`src/rtl/pipe_maindec_if.sv`:
```
`default_nettype none
// ============================================================================
// Module      : pipe_maindec_if
// Description : Decode-stage inputs and pipelined control outputs of the
//               main decoder, grouped as one bundle. The master side drives
//               the opcode and pipeline qualifiers; the slave side (the
//               decoder) drives the per-stage controls.
// Revision    : 1.0 - initial release
// ============================================================================
interface pipe_maindec_if #(
   parameter int CNT_W = 8
);
   // Decode-stage qualifiers
   logic [6:0]       op_d;
   logic             valid_d;
   logic             stall_d;
   logic             flush_e;

   // Combinational immediate select
   logic [2:0]       ImmSrcD;

   // Execute-stage controls
   logic             RegWriteE;
   logic             MemWriteE;
   logic             BranchE;
   logic             JumpE;
   logic             JalrE;
   logic             ALUSrcE;
   logic             IllegalE;
   logic [1:0]       ResultSrcE;
   logic [1:0]       ALUOpE;

   // Memory-stage controls
   logic             RegWriteM;
   logic             MemWriteM;
   logic [1:0]       ResultSrcM;

   // Writeback-stage controls
   logic             RegWriteW;
   logic [1:0]       ResultSrcW;

   // Saturating count of illegal opcodes that entered Execute
   logic [CNT_W-1:0] illegal_cnt;

   modport master (
      output op_d, valid_d, stall_d, flush_e,
      input  ImmSrcD,
      input  RegWriteE, MemWriteE, BranchE, JumpE, JalrE, ALUSrcE, IllegalE,
      input  ResultSrcE, ALUOpE,
      input  RegWriteM, MemWriteM, ResultSrcM,
      input  RegWriteW, ResultSrcW,
      input  illegal_cnt
   );

   modport slave (
      input  op_d, valid_d, stall_d, flush_e,
      output ImmSrcD,
      output RegWriteE, MemWriteE, BranchE, JumpE, JalrE, ALUSrcE, IllegalE,
      output ResultSrcE, ALUOpE,
      output RegWriteM, MemWriteM, ResultSrcM,
      output RegWriteW, ResultSrcW,
      output illegal_cnt
   );
endinterface
`default_nettype wire

```
`src/rtl/pipe_maindec.sv`:
```
`default_nettype none
// ============================================================================
// Module      : pipe_maindec
// Description : RISC-V main decoder with the control pipeline D->E->M->W.
//               The opcode is decoded combinationally in Decode; the controls
//               are registered into Execute (bubbled on stall/flush), then
//               advance unconditionally to Memory and Writeback. Illegal
//               opcodes reaching Execute are flagged and counted with a
//               saturating counter.
// Revision    : 1.0 - initial release
// ============================================================================
module pipe_maindec #(
   parameter int EXT_OPS = 1,
   parameter int CNT_W   = 8
) (
   input  wire logic       clk,
   input  wire logic       reset,
   pipe_maindec_if.slave   bus
);

   // ------------------------------------------------------------------------
   // Opcodes
   // ------------------------------------------------------------------------
   localparam logic [6:0] c_OP_LOAD   = 7'b0000011;
   localparam logic [6:0] c_OP_STORE  = 7'b0100011;
   localparam logic [6:0] c_OP_RTYPE  = 7'b0110011;
   localparam logic [6:0] c_OP_BRANCH = 7'b1100011;
   localparam logic [6:0] c_OP_IALU   = 7'b0010011;
   localparam logic [6:0] c_OP_JAL    = 7'b1101111;
   localparam logic [6:0] c_OP_JALR   = 7'b1100111;
   localparam logic [6:0] c_OP_LUI    = 7'b0110111;

   // Immediate select encodings
   localparam logic [2:0] c_IMM_I = 3'b000;
   localparam logic [2:0] c_IMM_S = 3'b001;
   localparam logic [2:0] c_IMM_B = 3'b010;
   localparam logic [2:0] c_IMM_J = 3'b011;
   localparam logic [2:0] c_IMM_U = 3'b100;

   // Result select encodings
   localparam logic [1:0] c_RES_ALU = 2'b00;
   localparam logic [1:0] c_RES_MEM = 2'b01;
   localparam logic [1:0] c_RES_PC4 = 2'b10;
   localparam logic [1:0] c_RES_IMM = 2'b11;

   // ALU operation classes
   localparam logic [1:0] c_ALU_ADD  = 2'b00;
   localparam logic [1:0] c_ALU_SUB  = 2'b01;
   localparam logic [1:0] c_ALU_FUNC = 2'b10;

   localparam logic [CNT_W-1:0] c_CNT_MAX = {CNT_W{1'b1}};
   localparam logic [CNT_W-1:0] c_CNT_ONE = CNT_W'(1);

   // Decoded control word, field order follows the decode table
   typedef struct packed {
      logic       regWrite;
      logic [2:0] immSrc;
      logic       aluSrc;
      logic       memWrite;
      logic [1:0] resultSrc;
      logic       branch;
      logic [1:0] aluOp;
      logic       jump;
      logic       jalr;
   } ctrl_t;

   // ------------------------------------------------------------------------
   // Extension enable (JALR / LUI)
   // ------------------------------------------------------------------------
   logic w_extEn;

   generate
      if (EXT_OPS != 0) begin : g_extOn
         assign w_extEn = 1'b1;
      end else begin : g_extOff
         assign w_extEn = 1'b0;
      end
   endgenerate

   // ------------------------------------------------------------------------
   // Decode stage
   // ------------------------------------------------------------------------
   ctrl_t w_dec;
   logic  w_illegal;
   logic  w_bubble;
   logic  w_loadIllegal;

   // Opcode decode; unknown opcodes produce an all-zero word plus the illegal flag
   always_comb begin
      w_dec     = '0;
      w_illegal = 1'b0;
      if (bus.valid_d) begin
         case (bus.op_d)
            c_OP_LOAD:   w_dec = {1'b1, c_IMM_I, 1'b1, 1'b0, c_RES_MEM,
                                  1'b0, c_ALU_ADD, 1'b0, 1'b0};
            c_OP_STORE:  w_dec = {1'b0, c_IMM_S, 1'b1, 1'b1, c_RES_ALU,
                                  1'b0, c_ALU_ADD, 1'b0, 1'b0};
            c_OP_RTYPE:  w_dec = {1'b1, c_IMM_I, 1'b0, 1'b0, c_RES_ALU,
                                  1'b0, c_ALU_FUNC, 1'b0, 1'b0};
            c_OP_BRANCH: w_dec = {1'b0, c_IMM_B, 1'b0, 1'b0, c_RES_ALU,
                                  1'b1, c_ALU_SUB, 1'b0, 1'b0};
            c_OP_IALU:   w_dec = {1'b1, c_IMM_I, 1'b1, 1'b0, c_RES_ALU,
                                  1'b0, c_ALU_FUNC, 1'b0, 1'b0};
            c_OP_JAL:    w_dec = {1'b1, c_IMM_J, 1'b0, 1'b0, c_RES_PC4,
                                  1'b0, c_ALU_ADD, 1'b1, 1'b0};
            c_OP_JALR: begin
               if (w_extEn) begin
                  w_dec = {1'b1, c_IMM_I, 1'b1, 1'b0, c_RES_PC4,
                           1'b0, c_ALU_ADD, 1'b1, 1'b1};
               end else begin
                  w_illegal = 1'b1;
               end
            end
            c_OP_LUI: begin
               if (w_extEn) begin
                  w_dec = {1'b1, c_IMM_U, 1'b0, 1'b0, c_RES_IMM,
                           1'b0, c_ALU_ADD, 1'b0, 1'b0};
               end else begin
                  w_illegal = 1'b1;
               end
            end
            default:     w_illegal = 1'b1;
         endcase
      end
   end

   // Immediate select is consumed in Decode, so it bypasses the bubble logic
   assign bus.ImmSrcD = w_dec.immSrc;

   // A flush or a stall both turn the D->E transfer into a single bubble
   assign w_bubble      = bus.flush_e | bus.stall_d;
   assign w_loadIllegal = w_illegal & ~w_bubble;

   // ------------------------------------------------------------------------
   // Execute-stage register
   // ------------------------------------------------------------------------
   logic       r_regWriteE;
   logic       r_memWriteE;
   logic       r_branchE;
   logic       r_jumpE;
   logic       r_jalrE;
   logic       r_aluSrcE;
   logic       r_illegalE;
   logic [1:0] r_resultSrcE;
   logic [1:0] r_aluOpE;

   // D->E transfer: reset clears, flush/stall inserts a bubble, else load decode
   always_ff @(posedge clk) begin
      if (reset || w_bubble) begin
         r_regWriteE  <= 1'b0;
         r_memWriteE  <= 1'b0;
         r_branchE    <= 1'b0;
         r_jumpE      <= 1'b0;
         r_jalrE      <= 1'b0;
         r_aluSrcE    <= 1'b0;
         r_illegalE   <= 1'b0;
         r_resultSrcE <= 2'b00;
         r_aluOpE     <= 2'b00;
      end else begin
         // An illegal opcode must never write state, whatever the table says
         r_regWriteE  <= w_dec.regWrite & ~w_illegal;
         r_memWriteE  <= w_dec.memWrite & ~w_illegal;
         r_branchE    <= w_dec.branch;
         r_jumpE      <= w_dec.jump;
         r_jalrE      <= w_dec.jalr;
         r_aluSrcE    <= w_dec.aluSrc;
         r_illegalE   <= w_illegal;
         r_resultSrcE <= w_dec.resultSrc;
         r_aluOpE     <= w_dec.aluOp;
      end
   end

   // ------------------------------------------------------------------------
   // Memory-stage register
   // ------------------------------------------------------------------------
   logic       r_regWriteM;
   logic       r_memWriteM;
   logic [1:0] r_resultSrcM;

   // E->M advances every cycle; the illegal flag stops at Execute
   always_ff @(posedge clk) begin
      if (reset) begin
         r_regWriteM  <= 1'b0;
         r_memWriteM  <= 1'b0;
         r_resultSrcM <= 2'b00;
      end else begin
         r_regWriteM  <= r_regWriteE;
         r_memWriteM  <= r_memWriteE;
         r_resultSrcM <= r_resultSrcE;
      end
   end

   // ------------------------------------------------------------------------
   // Writeback-stage register
   // ------------------------------------------------------------------------
   logic       r_regWriteW;
   logic [1:0] r_resultSrcW;

   // M->W advances every cycle
   always_ff @(posedge clk) begin
      if (reset) begin
         r_regWriteW  <= 1'b0;
         r_resultSrcW <= 2'b00;
      end else begin
         r_regWriteW  <= r_regWriteM;
         r_resultSrcW <= r_resultSrcM;
      end
   end

   // ------------------------------------------------------------------------
   // Illegal-opcode counter
   // ------------------------------------------------------------------------
   logic [CNT_W-1:0] r_illegalCnt;

   // Counts on the same edge that raises IllegalE, so the count always
   // includes the instruction currently flagged in Execute; holds at max.
   always_ff @(posedge clk) begin
      if (reset) begin
         r_illegalCnt <= '0;
      end else if (w_loadIllegal && (r_illegalCnt != c_CNT_MAX)) begin
         r_illegalCnt <= r_illegalCnt + c_CNT_ONE;
      end
   end

   // ------------------------------------------------------------------------
   // Outputs
   // ------------------------------------------------------------------------
   assign bus.RegWriteE   = r_regWriteE;
   assign bus.MemWriteE   = r_memWriteE;
   assign bus.BranchE     = r_branchE;
   assign bus.JumpE       = r_jumpE;
   assign bus.JalrE       = r_jalrE;
   assign bus.ALUSrcE     = r_aluSrcE;
   assign bus.IllegalE    = r_illegalE;
   assign bus.ResultSrcE  = r_resultSrcE;
   assign bus.ALUOpE      = r_aluOpE;
   assign bus.RegWriteM   = r_regWriteM;
   assign bus.MemWriteM   = r_memWriteM;
   assign bus.ResultSrcM  = r_resultSrcM;
   assign bus.RegWriteW   = r_regWriteW;
   assign bus.ResultSrcW  = r_resultSrcW;
   assign bus.illegal_cnt = r_illegalCnt;

endmodule
`default_nettype wire

```
`src/flat_wrapper.sv`:
```
// flat-port wrapper written by rule: the top's interface ports become plain ports
module pipe_maindec_flat 
#(
   parameter int EXT_OPS = 1,
   parameter int CNT_W   = 8
)
  (clk, reset, bus_op_d, bus_valid_d, bus_stall_d, bus_flush_e, bus_ImmSrcD, bus_RegWriteE, bus_MemWriteE, bus_BranchE, bus_JumpE, bus_JalrE, bus_ALUSrcE, bus_IllegalE, bus_ResultSrcE, bus_ALUOpE, bus_RegWriteM, bus_MemWriteM, bus_ResultSrcM, bus_RegWriteW, bus_ResultSrcW, bus_illegal_cnt);
  pipe_maindec_if #(.CNT_W(CNT_W)) bus_i ();
  input  wire logic clk;
  input  wire logic reset;
  input wire logic [$bits(bus_i.op_d)-1:0] bus_op_d;
  input wire logic [$bits(bus_i.valid_d)-1:0] bus_valid_d;
  input wire logic [$bits(bus_i.stall_d)-1:0] bus_stall_d;
  input wire logic [$bits(bus_i.flush_e)-1:0] bus_flush_e;
  output wire logic [$bits(bus_i.ImmSrcD)-1:0] bus_ImmSrcD;
  output wire logic [$bits(bus_i.RegWriteE)-1:0] bus_RegWriteE;
  output wire logic [$bits(bus_i.MemWriteE)-1:0] bus_MemWriteE;
  output wire logic [$bits(bus_i.BranchE)-1:0] bus_BranchE;
  output wire logic [$bits(bus_i.JumpE)-1:0] bus_JumpE;
  output wire logic [$bits(bus_i.JalrE)-1:0] bus_JalrE;
  output wire logic [$bits(bus_i.ALUSrcE)-1:0] bus_ALUSrcE;
  output wire logic [$bits(bus_i.IllegalE)-1:0] bus_IllegalE;
  output wire logic [$bits(bus_i.ResultSrcE)-1:0] bus_ResultSrcE;
  output wire logic [$bits(bus_i.ALUOpE)-1:0] bus_ALUOpE;
  output wire logic [$bits(bus_i.RegWriteM)-1:0] bus_RegWriteM;
  output wire logic [$bits(bus_i.MemWriteM)-1:0] bus_MemWriteM;
  output wire logic [$bits(bus_i.ResultSrcM)-1:0] bus_ResultSrcM;
  output wire logic [$bits(bus_i.RegWriteW)-1:0] bus_RegWriteW;
  output wire logic [$bits(bus_i.ResultSrcW)-1:0] bus_ResultSrcW;
  output wire logic [$bits(bus_i.illegal_cnt)-1:0] bus_illegal_cnt;
  assign bus_i.op_d = bus_op_d;
  assign bus_i.valid_d = bus_valid_d;
  assign bus_i.stall_d = bus_stall_d;
  assign bus_i.flush_e = bus_flush_e;
  assign bus_ImmSrcD = bus_i.ImmSrcD;
  assign bus_RegWriteE = bus_i.RegWriteE;
  assign bus_MemWriteE = bus_i.MemWriteE;
  assign bus_BranchE = bus_i.BranchE;
  assign bus_JumpE = bus_i.JumpE;
  assign bus_JalrE = bus_i.JalrE;
  assign bus_ALUSrcE = bus_i.ALUSrcE;
  assign bus_IllegalE = bus_i.IllegalE;
  assign bus_ResultSrcE = bus_i.ResultSrcE;
  assign bus_ALUOpE = bus_i.ALUOpE;
  assign bus_RegWriteM = bus_i.RegWriteM;
  assign bus_MemWriteM = bus_i.MemWriteM;
  assign bus_ResultSrcM = bus_i.ResultSrcM;
  assign bus_RegWriteW = bus_i.RegWriteW;
  assign bus_ResultSrcW = bus_i.ResultSrcW;
  assign bus_illegal_cnt = bus_i.illegal_cnt;
  pipe_maindec #(.EXT_OPS(EXT_OPS), .CNT_W(CNT_W)) u_core (.clk(clk), .reset(reset), .bus(bus_i));
endmodule
```
`config.mk`:
```
export PLATFORM = sky130hd
export DESIGN_NAME = pipe_maindec_flat
export DESIGN_NICKNAME = d
export VERILOG_FILES = /design/src/rtl/pipe_maindec_if.sv /design/src/rtl/pipe_maindec.sv /design/src/flat_wrapper.sv
export SDC_FILE = /design/constraint.sdc
export NUM_CORES = 1
export LEC_CHECK = 0
export ABC_AREA = 1
export BUFFER_PORTS_ARGS = -buffer_cell sky130_fd_sc_hd__buf_2
export CAP_MARGIN = 20
export CORE_MARGIN = 3
export CORE_UTILIZATION = 50
export CTS_CLUSTER_SIZE = 12
export DETAILED_ROUTE_END_ITERATION = 8
export PLACE_DENSITY = 0.77
export SETUP_SLACK_MARGIN = 0.5
export SLEW_MARGIN = 20
export SYNTH_ARGS = -nofsm -noshare
export SYNTH_HDL_FRONTEND = slang
export SYNTH_SLANG_ARGS = --single-unit
```
`constraint.sdc`:
```
create_clock -name clk -period 1.6 [get_ports clk]
set_clock_uncertainty 0.05 [all_clocks]
set_input_delay 0.08 -clock clk [delete_from_list [all_inputs] [get_ports clk]]
set_output_delay 0.08 -clock clk [all_outputs]
set_load 0.005 [all_outputs]
```
==> metrics.csv <==
stage;metric;value;unit
worst_setup_path;crit-path max cell delay;0.40;ns
placed_design;Placer Congestion;0.855;
die;chip width;57.0;um
synth;synthesis-stage register bit count;25;
worst_setup_path;R2R Setup Slk;0.19;ns
synth;number of synthesized flops with an enable pin;0;
timing;Final Critical Period;1.41;ns
run;max_cap viols;0;
grt;largest net degree at the start of global routing;17;
worst_setup_path;critical path class;flop to flop;
clock_network;CTS clk-pin slew, worst paths;0.15;ns
synth;Synth area leaders;dfxtp_1 38%, nor2_1 12%, inv_1 10%, nand2_1 10%, nand4_1 6.3%;
cells_and_area;fill count;190;
power_and_ir_drop;pwr dens;620;nW/um2
grt;antenna violations before repair;0;
worst_setup_path;crit end category;flop;
die;IO Pins;41;
clock_network;H-tree levels;1;
routing;Via Count;1353;
synth;post-synth top area cell;dfxtp_1;
grt;first-pass GRT wire length;5110;um
grt;grt ovf;0;
worst_setup_path;worst-path maximum fanout;6;
timing;Setup TNS;0;ns
grt;number of global-route vias before repair;1247;
worst_setup_path;Worst setup SP type;flop;
hold_path;Hold Startpoint;bus_op_d[4];
die;Initial Utilization;55.6;%
timing;actual slew at the worst max-slew pin;0.241;ns
worst_setup_path;Reg2Reg Depth;9;
cells_and_area;share of layout cells above drive strength 1;37.8;%
routing;First DRT Iteration DRCs;45;
placed_design;PortBufs;40;
timing;final hold slack;0.0327;ns
routing;1st-pass router iterations;6;
timing;Setup WS post-layout;0.189;ns
worst_setup_path;Critical R2R Capture;u_core.bus.illegal_cnt[0];
routing;Antenna Violating Nets Remaining;0;
routing;DR vias/cell;4.94;
power_and_ir_drop;Tot Pwr;1.06;mW
synth;Post-Synthesis Cells;196;
power_and_ir_drop;Pleak;0.881;nW
clock_network;Clk Tree Root Cell;clkbuf_4;
synth;mapped cell area;1300;um2
status;status;complete, no violations;
timing;FMAX;709;MHz
die;die height;57.0;um
synth;syn_nets;209;
timing;crit share post-route;88.2;%
timing;Slew Limit Fails;0;
synth;Synth top area share;38.5;%
synth;Mapped Avg Cell Area;6.64;um2
grt;GR Util All Layers;19.1;%
routing;WL final;3120;um
timing;final setup fails;0;
routing;post-DR wirelength/cell;11.4;um
clock_network;clock buffer count from CTS;3;
die;Die ar.;3250;um2
cells_and_area;Area growth syn-to-layout;31.6;%
timing;Relative slew margins;83.9;%
hold_path;Worst Hold End;u_core.bus.MemWriteE;
clock_network;clock latency on the worst-skew pair;0.33;ns
timing;endpoints failing hold;0;
worst_setup_path;Slowest-stage cell, CP;dfxtp_4;
cells_and_area;Nets;260;
die;cell row count;17;
clock_network;Clock Path Buffers;2;
placed_design;dpl hpwl;2300;um
synth;register area share after synthesis;38.5;%
clock_network;Clock Sinks;25;
synth;Async SR Flop Fraction;0;%
cells_and_area;diode count;0;
synth;most frequent cell after synthesis;nor2_1;
timing;RSZ-0062 raised after global routing;yes;
routing;DRC viols;0;
placed_design;pre-CTS setup slack;0.222;ns
synth;most frequent cells after synthesis;41 x nor2_1, 36 x inv_1, 36 x nand2_1;
synth;ys flop type;dfxtp_1;
hold_path;Worst Hold Class;input port to flop;
worst_setup_path;WP data arrival;1.60;ns
synth;synth unique cells;21;
worst_setup_path;CP Cell Sequence;nand2_1 -> nor2_4 -> nand2_4 -> nor2_4 -> inv_2 -> nand4_4 -> nand2_1 -> inv_1 -> nor2_1;
hold_path;hold path depth;4;
worst_setup_path;Worst R2R Start;u_core.bus.illegal_cnt[2];
die;Core Area;2340;um2
power_and_ir_drop;Peak VDD IR;0.000534;V
worst_setup_path;Req. time, crit path;1.79;ns
clock_network;CTS tree;built;
synth;warnings from Yosys;0;
per-layer routing:
layer	part of all wire [%]	GRT usage, %	vias to the layer above	routed length, um
li1	-	-	697	-
met1	43	23.4	609	1340
met2	50	34.7	43	1570
met3	6.1	1.58	4	191
met4	0.80	6.62	0	25
met5	0	0	-	0
final cells by class:
class                           count  area [um2]  share of cell area (%)
Clock inverter                      1        8.76                   0.511
Sequential cell                    25         514                    30.0
Tap cell                           28        35.0                    2.05
Timing Repair Buffer               49         273                    15.9
Clock buffer                        3        22.5                    1.31
Inverter                           41         156                    9.13
Multi-Input combinational cell    127         703                    41.1
stage by stage:
| step | utilization [%] | cells | instance area [um2] |
|---|---|---|---|
| final | 73.2 | 274 | 1710 |
| after global routing | 73.2 | 274 | 1710 |
| after CTS | 72.2 | 274 | 1690 |
| after detailed placement | 67.8 | 265 | 1590 |
| after global placement | 67.8 | 265 | 1590 |
| after floorplan | - | 196 | 1340 |
where the power goes:
part | leakage, nW | internal, mW | switching [mW]
combinational | 0.658 | 0.0469 | 0.0780
clock | 0.0183 | 0.102 | 0.208
sequential | 0.205 | 0.623 | 0.00376
total | 0.881 | 0.772 | 0.289
cell families (layout without fill, tap and decap cells):
kind of cell	count (synthesis)	after routing	synth area share [%]
AOI/OAI and AO/OA	6	6	2.98
adders and majority gates	1	1	0.961
buffers and inverters	44	94	13.2
DFF	25	25	38.5
and+or+nand+nor	120	120	44.4
layout by cell type, fill, tap and decap left out, drive strengths merged:
master,instances
nor2,51
dfxtp,25
o21ai,1
nand2,42
clkbuf,3
a21oi,2
buf,47
o21bai,1
dlygate4sd3,2
nor3,2
nand3,11
inv,41
nand4,14
clkinv,1
ha,1
a31oi,2
registers in the layout (all words and copies together), names as in the netlist:
signal                  flops
u_core.bus.illegal_cnt      8
u_core.bus.ResultSrcE       2
u_core.bus.MemWriteE        1
u_core.bus.RegWriteW        1
u_core.bus.IllegalE         1
u_core.bus.ALUSrcE          1
u_core.bus.ResultSrcW       2
u_core.bus.RegWriteM        1
u_core.bus.JalrE            1
u_core.bus.ALUOpE           2
u_core.bus.JumpE            1
u_core.bus.ResultSrcM       2
u_core.bus.RegWriteE        1
u_core.bus.MemWriteM        1
worst max-delay path by stage:
stage / end / cells past startpoint / start / slack, ns
floorplan: u_core.bus.illegal_cnt[1] / 10 / u_core.bus.illegal_cnt[0] / 0.31
global placement: u_core.bus.illegal_cnt[1] / 9 / u_core.bus.illegal_cnt[6] / 0.27
detailed placement: u_core.bus.illegal_cnt[1] / 10 / u_core.bus.illegal_cnt[0] / 0.22
CTS: u_core.bus.illegal_cnt[1] / 10 / u_core.bus.illegal_cnt[1] / 0.24
global route: u_core.bus.illegal_cnt[1] / 10 / u_core.bus.illegal_cnt[1] / 0.1
finish: u_core.bus.illegal_cnt[0] / 9 / u_core.bus.illegal_cnt[2] / 0.19
critical path, delay by kind of cell, from the launching register on:
kind / cells / cell delay, ns
buffers and inverters: 2 / 0.13
flip-flops: 1 / 0.40
AND/OR/NAND/NOR: 7 / 0.76
timing repair:
| item | CTS | global route |
|---|---|---|
| resized for setup | 7 | 7 |
| endpoints found under the setup margin | 9 | 10 |
| setup buffers | 3 | 0 |
| hold buffers | 2 | 0 |
| gates cloned | 0 | 0 |
| endpoints found under the hold margin | 8 | 0 |
| pin swaps | 5 | 4 |
No activity file was read; power rests on OpenSTA's default activity.
